### src/rtl/kuznechik_pkg.sv
`default_nettype none
// ---------------------------------------------------------------------------
// kuznechik_pkg -- shared widths, arbiter state encoding, GOST test vectors
// Revision: 1.0
// ---------------------------------------------------------------------------
package kuznechik_pkg;

  localparam int BLOCK_W = 128;

  typedef enum logic [1:0] {
    ST_IDLE   = 2'd0,
    ST_LAUNCH = 2'd1,
    ST_WAIT   = 2'd2,
    ST_RESP   = 2'd3
  } arb_state_e;

  // GOST R 34.12-2015 reference key, plaintext and ciphertext
  localparam logic [255:0] TV_KEY =
    256'h8899aabbccddeeff0011223344556677fedcba98765432100123456789abcdef;
  localparam logic [127:0] TV_PT  = 128'h1122334455667700ffeeddccbbaa9988;
  localparam logic [127:0] TV_CT  = 128'h7f679d90bebc24305a468d42b9d4edcd;

endpackage
`default_nettype wire

### src/rtl/kuznechik_rr_arb.sv
`default_nettype none
// ---------------------------------------------------------------------------
// kuznechik_rr_arb -- combinational round-robin pick starting after last_grant
// Revision: 1.0
// ---------------------------------------------------------------------------
module kuznechik_rr_arb
  import kuznechik_pkg::*;
#(
  parameter int N_REQ = 4,
  parameter int ID_W  = $clog2(N_REQ)
) (
  input  logic [N_REQ-1:0] req_i,
  input  logic [ID_W-1:0]  last_grant_i,
  output logic [N_REQ-1:0] gnt_o,
  output logic [ID_W-1:0]  gnt_idx_o,
  output logic             any_o
);

  logic [N_REQ-1:0] upper_mask;
  logic [N_REQ-1:0] upper_req;
  logic [N_REQ-1:0] pick;

  always_comb begin
    upper_mask = '0;
    for (int i = 0; i < N_REQ; i++) begin
      upper_mask[i] = (i > int'(last_grant_i));
    end
  end

  // Channels above the pointer take priority; otherwise wrap to the bottom.
  assign upper_req = req_i & upper_mask;
  assign pick      = (|upper_req) ? upper_req : req_i;
  assign any_o     = |req_i;

  always_comb begin
    gnt_o     = '0;
    gnt_idx_o = '0;
    for (int i = N_REQ - 1; i >= 0; i--) begin
      if (pick[i]) begin
        gnt_o     = '0;
        gnt_o[i]  = 1'b1;
        gnt_idx_o = ID_W'(i);
      end
    end
  end

endmodule
`default_nettype wire

### src/rtl/kuznechik_arbiter.sv
`default_nettype none
// ---------------------------------------------------------------------------
// kuznechik_arbiter -- shares one cipher core among N_REQ requesters (RR)
// Revision: 1.0
// ---------------------------------------------------------------------------
module kuznechik_arbiter
  import kuznechik_pkg::*;
#(
  parameter int N_REQ       = 4,
  parameter int TIMEOUT_CYC = 512,
  parameter int ID_W        = $clog2(N_REQ)
) (
  input  logic                     clk_i,
  input  logic                     resetn_i,
  input  logic [N_REQ-1:0]         req_valid_i,
  input  logic [N_REQ*BLOCK_W-1:0] req_data_i,
  output logic [N_REQ-1:0]         req_ready_o,
  output logic [N_REQ-1:0]         rsp_valid_o,
  input  logic [N_REQ-1:0]         rsp_ready_i,
  output logic [BLOCK_W-1:0]       rsp_data_o,
  output logic [ID_W-1:0]          rsp_id_o,
  output logic                     rsp_err_o,
  output logic                     core_request_o,
  output logic                     core_ack_o,
  output logic [BLOCK_W-1:0]       core_data_o,
  input  logic                     core_busy_i,
  input  logic                     core_valid_i,
  input  logic [BLOCK_W-1:0]       core_data_i,
  output logic                     busy_o
);

  localparam int              WD_W       = $clog2(TIMEOUT_CYC + 1);
  localparam logic [WD_W-1:0] WD_LAST    = WD_W'(TIMEOUT_CYC - 1);
  localparam logic [ID_W-1:0] LAST_RESET = ID_W'(N_REQ - 1);

  arb_state_e          state_q;
  logic [ID_W-1:0]     last_grant_q;
  logic [WD_W-1:0]     wd_q;
  logic [ID_W-1:0]     owner_q;
  logic [N_REQ-1:0]    owner_oh_q;
  logic [BLOCK_W-1:0]  core_data_q;
  logic [BLOCK_W-1:0]  rsp_data_q;
  logic                rsp_err_q;
  logic [N_REQ-1:0]    rsp_valid_q;
  logic                core_request_q;
  logic                core_ack_q;

  logic [N_REQ-1:0]    arb_gnt;
  logic [ID_W-1:0]     arb_idx;
  logic                arb_any;
  logic                grant_ok;
  logic [BLOCK_W-1:0]  sel_data;
  logic                owner_ack;

  kuznechik_rr_arb #(
    .N_REQ (N_REQ),
    .ID_W  (ID_W)
  ) u_rr_arb (
    .req_i        (req_valid_i),
    .last_grant_i (last_grant_q),
    .gnt_o        (arb_gnt),
    .gnt_idx_o    (arb_idx),
    .any_o        (arb_any)
  );

  // IDLE implies the response buffer is empty, so no separate check is needed.
  assign grant_ok = (state_q == ST_IDLE) && !core_busy_i && arb_any;

  // The grant is combinational, so it is masked while reset is held low.
  assign req_ready_o = (resetn_i && grant_ok) ? arb_gnt : '0;

  always_comb begin
    sel_data = '0;
    for (int i = 0; i < N_REQ; i++) begin
      if (arb_gnt[i]) begin
        sel_data = req_data_i[i*BLOCK_W +: BLOCK_W];
      end
    end
  end

  assign owner_ack = |(rsp_ready_i & owner_oh_q);

  always_ff @(posedge clk_i or negedge resetn_i) begin
    if (!resetn_i) begin
      state_q        <= ST_IDLE;
      last_grant_q   <= LAST_RESET;
      wd_q           <= '0;
      owner_q        <= '0;
      owner_oh_q     <= '0;
      core_data_q    <= '0;
      rsp_data_q     <= '0;
      rsp_err_q      <= 1'b0;
      rsp_valid_q    <= '0;
      core_request_q <= 1'b0;
      core_ack_q     <= 1'b0;
    end else begin
      core_request_q <= 1'b0;
      case (state_q)
        ST_IDLE: begin
          if (grant_ok) begin
            core_data_q    <= sel_data;
            owner_q        <= arb_idx;
            owner_oh_q     <= arb_gnt;
            last_grant_q   <= arb_idx;
            core_request_q <= 1'b1;
            state_q        <= ST_LAUNCH;
          end
        end
        ST_LAUNCH: begin
          wd_q       <= '0;
          core_ack_q <= 1'b1;
          state_q    <= ST_WAIT;
        end
        ST_WAIT: begin
          wd_q <= wd_q + WD_W'(1);
          // A core result in the timeout cycle still counts as success.
          if (core_valid_i) begin
            rsp_data_q  <= core_data_i;
            rsp_err_q   <= 1'b0;
            rsp_valid_q <= owner_oh_q;
            core_ack_q  <= 1'b0;
            state_q     <= ST_RESP;
          end else if (wd_q == WD_LAST) begin
            rsp_data_q  <= '0;
            rsp_err_q   <= 1'b1;
            rsp_valid_q <= owner_oh_q;
            core_ack_q  <= 1'b0;
            state_q     <= ST_RESP;
          end
        end
        ST_RESP: begin
          if (owner_ack) begin
            rsp_valid_q <= '0;
            state_q     <= ST_IDLE;
          end
        end
        default: state_q <= ST_IDLE;
      endcase
    end
  end

  assign rsp_valid_o    = rsp_valid_q;
  assign rsp_data_o     = rsp_data_q;
  assign rsp_id_o       = owner_q;
  assign rsp_err_o      = rsp_err_q;
  assign core_request_o = core_request_q;
  assign core_ack_o     = core_ack_q;
  assign core_data_o    = core_data_q;
  assign busy_o         = (state_q != ST_IDLE);

endmodule
`default_nettype wire
### config.mk
export PLATFORM = sky130hd
export DESIGN_NAME = kuznechik_arbiter
export DESIGN_NICKNAME = d
export VERILOG_FILES = /design/src/rtl/kuznechik_pkg.sv /design/src/rtl/kuznechik_rr_arb.sv /design/src/rtl/kuznechik_arbiter.sv
export SDC_FILE = /design/constraint.sdc
export NUM_CORES = 1
export LEC_CHECK = 0
export CAP_MARGIN = 15
export CORE_AREA = 10 10 350 352
export CTS_BUF_LIST = sky130_fd_sc_hd__clkbuf_8
export DETAILED_ROUTE_END_ITERATION = 6
export DIE_AREA = 0 0 360 362
export PLACE_DENSITY_LB_ADDON = 0.3
export REMOVE_ABC_BUFFERS = 1
export SLEW_MARGIN = 20
export SYNTH_ARGS = -nofsm -noshare
export SYNTH_HDL_FRONTEND = slang
export SYNTH_HIERARCHICAL = 1
export SYNTH_SLANG_ARGS = --single-unit
### constraint.sdc
create_clock -name clk_i -period 2.7 [get_ports clk_i]
set_clock_uncertainty 0.05 [all_clocks]
set_input_delay 0.54 -clock clk_i [delete_from_list [all_inputs] [get_ports clk_i]]
set_output_delay 0.54 -clock clk_i [all_outputs]
set_load 0.02 [all_outputs]
# Word level (Yosys, flattened, before mapping)
# Index checks and enable logic that the tools add are counted.
# word_totals
regBits	283
input_bits	652
output_inout_bits	270
# classes
n_addsub	1
order_cmp	3
n_eq_ne	7
muxes	33
bitwise	2
reduce_logical	17
# op_table
cell	n
$mux W128	6
$mux W4	9
$pmux W10 S2	1
$mux W2	8
$reduce_or A4 Y1	3
$add A10 B1 Y10 const B	1
$eq A10 B9 Y1 const B	1
$and A4 B4 Y4	2
$pmux W2 S4	1
$pmux W4 S2	1
$reduce_bool A2 Y1	4
$mux W1	6
$reduce_and A2 Y1	3
$reduce_and A3 Y1	2
$eq A2 B2 Y1 const B	2
$gt A2 B2 Y1 const A	2
$ne A2 B2 Y1 const B	2
$logic_and A1 B1 Y1	3
$ne A3 B3 Y1 const B	1
$eq A2 B1 Y1 const B	1
$gt A1 B2 Y1 const A	1
$logic_not A2 Y1	1
$pmux W1 S2	1
$logic_not A1 Y1	1

# Logic depth before layout (Yosys ltp)
# logic_depth
depth_word	12
mapped_depth	11
mapped_depth_nobuf	7

# Hierarchy
# The synthesis kept the hierarchy.
# modules_own_cells
mod	n_inst	cells_per_inst	area_per_inst_um2
kuznechik_arbiter	1	1429	13959.6
kuznechik_rr_arb	1	28	171.4

# Worst setup path before layout
# No wires, ideal clock.
# synth_timing
path_kind	register -> output
from	reg last_grant_q[0]
to	out req_ready_o[3]
arrival_ns	1.926
t_required_ns	2.110
path_slack_ns	0.184
path_stages_with_launch	8
path_buffers	3
path_cell_list	dfstp_2 > nor2b_1 > nor2_1 > o21ai_1 > clkbuf_1 > clkbuf_1 > buf_1 > and3_1
# synth_between
elab_chain_len	9
# synth_rtl
element	line_no	rtl
start: declaration	kuznechik_arbiter.sv:37	logic [ID_W-1:0] last_grant_q;
start signal: assignment	kuznechik_arbiter.sv:104	last_grant_q <= arb_idx;
$gt A1 B2 Y1 / $gt A2 B2 Y1 (equally long branches)	kuznechik_rr_arb.sv:26	upper_mask[i] = (i > int'(last_grant_i));
$and A4 B4 Y4 *	kuznechik_rr_arb.sv:31	assign upper_req = req_i & upper_mask;
$reduce_or A4 Y1	kuznechik_rr_arb.sv:32	assign pick = (|upper_req) ? upper_req : req_i;
$mux W4 *	kuznechik_rr_arb.sv:32	
$mux W4 (3 in a row)	kuznechik_rr_arb.sv:39	if (pick[i]) begin
$mux W4 *	kuznechik_rr_arb.sv:39	
named net arb_gnt[3]	kuznechik_arbiter.sv:48	logic [N_REQ-1:0] arb_gnt;
$mux W4 *	kuznechik_arbiter.sv:70	assign req_ready_o = (resetn_i && grant_ok) ? arb_gnt : '0;
end: declaration	kuznechik_arbiter.sv:17	output logic [N_REQ-1:0] req_ready_o,
# Mark *: on every way through the listed nets, which the timed path passes. The rest lies on a longest branch.

# Worst setup path after layout
# layout_timing
from	reg last_grant_q[1]
to	out req_ready_o[0]
# layout_between
elab_chain_len	8
# layout_rtl
element	line_no
$gt A1 B2 Y1 / $gt A2 B2 Y1 (equally long branches)	kuznechik_rr_arb.sv:26
$and A4 B4 Y4 *	kuznechik_rr_arb.sv:31
$reduce_or A4 Y1	kuznechik_rr_arb.sv:32
$mux W4 *	kuznechik_rr_arb.sv:32
$mux W4 (2 in a row)	kuznechik_rr_arb.sv:39
$mux W4 *	kuznechik_rr_arb.sv:39
named net arb_gnt[0]	kuznechik_arbiter.sv:48
$mux W4 *	kuznechik_arbiter.sv:70
# Marked as above.

==> metrics.md <==
| Metric | Value |
|---|---|
| Dominant cell type by area after synthesis | `dfrtp_1` |
| Crit path kind | `reg2out` |
| Post-route cell area | `around 0.028 mm^2` |
| Max incr delay on CP | `0.57 ns` |
| CP most frequent cell | `buf_6` |
| Prevailing post-synth register cell | `dfrtp_1` |
| Worst hold path type | `in2async` |
| Skew-Pair Late Insertion Delay | `approximately 0.70 ns` |
| H-tree Lvls | `2` |
| Count leader, synth | `dfrtp_1` |
| Final worst-path cycle share | `103.0%` |
| Die Y | `about 360 um` |
| Outcome | `finished, violations left` |
| First-pass GRT wire length | `145.7 mm` |
| Cell Pwr Density | `about 1100 mW/mm^2` |
| Mean Syn Cell Area | `between 9 and 10 um^2` |
| All-Layer GR Usage | `~16%` |
| Family with the most delay on the worst path | `flip-flops` |
| Detailed placer's ending HPWL | `between 80 and 90 mm` |
| Synth cell types | `between 40 and 50` |
| GPL Wtd Cong | `around 0.86` |
| Worst-path cell chain | `buf_4 -> inv_2 -> a21oi_1 -> o221a_2 -> buf_6 -> and3_4 -> buf_6` |
| Critical Path Stages | `7` |
| CTS tree | `built` |
| P_sw | `about 13,000 uW` |
| Clock slew at reported path FFs | `roughly 0.07 ns` |
| Tmin final | `approximately 2.8 ns` |
| Initial Util | `12.24%` |
| Fin. Hold Viols | `0` |
| Max Root-Sink Buffers | `3` |
| Clk pwr share | `~18%` |
| Max Cap Viol | `0` |
| Reg power frac | `26.2%` |
| Root buffer cell | `clkbuf_8` |
| Synth Instances | `~1,500` |
| Vias | `~16,000` |
| Slowest CP cell | `dfstp_2` |
| Number of global-route vias before repair | `16,830` |
| Crit path required time | `between 2 and 2.5 ns` |
| Die ar. | `about 0.13 mm^2` |
| Crit path capture type | `output port` |
| Fmax | `approximately 360 MHz` |
| Post-DRT Antenna Nets | `0` |
| Gate power share | `55.9%` |
| Port-buffer cells | `between 900 and 1,000` |
| Failing checks | `setup timing` |
| First-iteration detailed-routing DRC count | `1,056` |
| Final hold slack | `0.2076 ns` |
| Crit-path max FO | `4` |
| WP buf/inv | `4` |
| Share of cells above drive strength 1 | `10.28%` |
| Area grow syn2layout | `95.22%` |
| Largest net degree at the start of global routing | `94` |
| Synth Cell Area | `roughly 0.014 mm^2` |
| I/O pin cnt | `922` |
| RSZ-0062 raised after global routing | `yes` |
| Die X | `roughly 360 um` |
| Leak pwr | `0.01143 uW` |
| Fin. max-slew vios | `0` |
| Seq cells post-synth | `about 280` |
| Placed inst area | `between 0.02 and 0.03 mm^2` |
| Area of the multi-input gates | `0.006105 mm^2` |
| Post-synthesis sequential area ratio | `about half` |
| Fillers | `between 10,000 and 15,000` |
| Routed wire per std cell | `27.73 um` |
| Core Rows | `125` |
| Total power | `29,290 uW` |
| Worst slew pin tran | `0.7037 ns` |
| Clk sinks | `about 280` |
| CTS buffer count | `between 50 and 60` |
| Drc violations | `0` |
| Startpoint types | `register` |
| Synth top area cells | `dfrtp_1, a21oi_1, a22o_1, a211o_1, a221oi_1` |
| Worst R2R Setup Slack | `0.10 ns` |
| Setup violators final | `4` |
| CP arrival | `roughly 2.2 ns` |
| Asr flop ratio synth | `100.0%` |
| Core ar. | `around 0.12 mm^2` |
| Share of the synthesized area in the top cell type | `between 40 and 50%` |
| Fin worst setup slack | `-0.08104 ns` |
| Via/cell ratio | `4.104` |
| DRT Pass-1 Iters | `5` |
| Worst R2R Path Depth | `11` |
| Total congestion overflow | `0` |
| Slew HR | `a little over half` |
| Top cells by instance count after synthesis | `dfrtp_1, a21oi_1, nor2_1, inv_1, a22o_1` |
| Max VDD drop | `approximately 0.00043 V` |
| Initial antenna violation count | `61` |
| Cell-internal power | `about 17,000 uW` |
| Final nets | `around 3,000` |
| Number of synthesized flops with an enable pin | `0` |
| Yosys Warn Count | `6` |
| Switching Share | `between 40% and 50%` |
| Drt total wl | `between 100 and 150 mm` |
| Storage cell area | `a little over 0.007 mm^2` |
[per-layer routing]
metal | vias to the layer above | share of wire, % | track usage [%]
li1 | 7357 | - | -
met1 | 8059 | 40 | 18.46
met3 | 160 | 9.5 | 6.655
met4 | 36 | 2.2 | 4.908
met2 | 794 | 48 | 26.37
met5 | - | 0.21 | 0
[state kept, by name, summed over array words and instances (netlist names)]
signal and count:
last_grant_q 2, core_request_o 1, wd_q 10, owner_oh_q 4
core_ack_o 1, rsp_data_o 128, rsp_id_o 2, core_data_o 128
rsp_err_o 1, rsp_valid_o 4, state_q 2
[cells by family (layout without fill, tap and decap cells)]
kind of cell / count (synthesis) / after routing / share of synthesized area [%]
buffers and inverters: 287 / 1281 / 8.261
XOR/XNOR: 5 / 5 / 0.3099
AO/OA/AOI/OAI: 669 / 669 / 34.22
flip-flops: 283 / 283 / 50.13
adder cells (fa/ha/maj): 5 / 5 / 0.4427
multiplexers: 6 / 6 / 0.4604
other: 0 / 23 / 0
AND/OR/NAND/NOR: 202 / 202 / 6.171
[worst register-to-register path: cells and delay by family (launching register included)]
family	cells	cell delay (ns)
buffers and inverters	4	0.69
AOI/OAI and AO/OA	4	0.75
DFF	1	0.60
and+or+nand+nor	3	0.37
[path summary, 6_finish.rpt]
check | start | to
hold / removal | resetn_i | core_data_o[21]
setup reg to reg | last_grant_q[0] | core_data_o[117]
min in group clk_i | core_data_i[118] | rsp_data_o[118]
max in group asynchronous | resetn_i | rsp_data_o[123]
hold reg to reg | rsp_id_o[0] | rsp_id_o[0]
setup / recovery | last_grant_q[1] | req_ready_o[0]
[stage by stage]
| stage | TNS [ns] | util, % | std cells | worst slack (ns) |
|---|---|---|---|---|
| after floorplan | -1071.18 | - | 1309 | -8.027 |
| after global placement | -65.24 | 22.21 | 3846 | -0.7425 |
| after detailed placement | -67.58 | 22.21 | 3846 | -0.7601 |
| after CTS | -0.7995 | 23.46 | 3960 | -0.2357 |
| after global routing | -0.9107 | 23.89 | 3992 | -0.2405 |
| final | -0.2530 | 23.90 | 3998 | -0.08104 |
[power groups by stage]
stage	Clock (uW)	Combinational, uW	Sequential [uW]
4_1_cts	5480	16400	7690
2_1_floorplan	0	5300	9760
3_3_place_gp	0	16200	7730
5_1_grt	5630	17500	7920
3_5_place_dp	0	16200	7740
6_report	5230	16400	7680
[layout by cell type, fill, tap and decap left out, types with 5 or more instances in the layout]
| cell | instances |
|---|---|
| o21ai_0 | 7 |
| clkbuf_8 | 81 |
| diode_2 | 23 |
| dfrtp_1 | 281 |
| buf_4 | 76 |
| a211o_1 | 129 |
| a221oi_2 | 10 |
| nor2_1 | 137 |
| buf_12 | 25 |
| buf_6 | 10 |
| clkdlybuf4s50_1 | 911 |
| a21oi_1 | 260 |
| nand3_1 | 5 |
| nand2_1 | 28 |
| a22o_1 | 130 |
| a221oi_1 | 113 |
| clkbuf_16 | 6 |
| inv_1 | 149 |
[final cells by class]
class                           instances  share of cell area, %
Antenna cell                           23                 0.2086
Clock buffer                           81                  4.041
Clock inverter                         24                 0.7438
Sequential cell                       283                  25.68
Multi-Input combinational cell        887                  22.13
Timing Repair Buffer                 1037                  38.38
Tap cell                             1524                  6.912
Inverter                              139                  1.909
[what timing repair did]
item / 4_1_cts / 5_1_grt
pin swaps: 6 / 6
buffers inserted: 8 / 8
hold buffers: 1 / 0
hold endpoints to repair: 119 / 0
resized for setup: 34 / 42
setup endpoints to repair: 9 / 95
cloned: 0 / 7
Note: power is estimated with default switching activity, not from simulation.
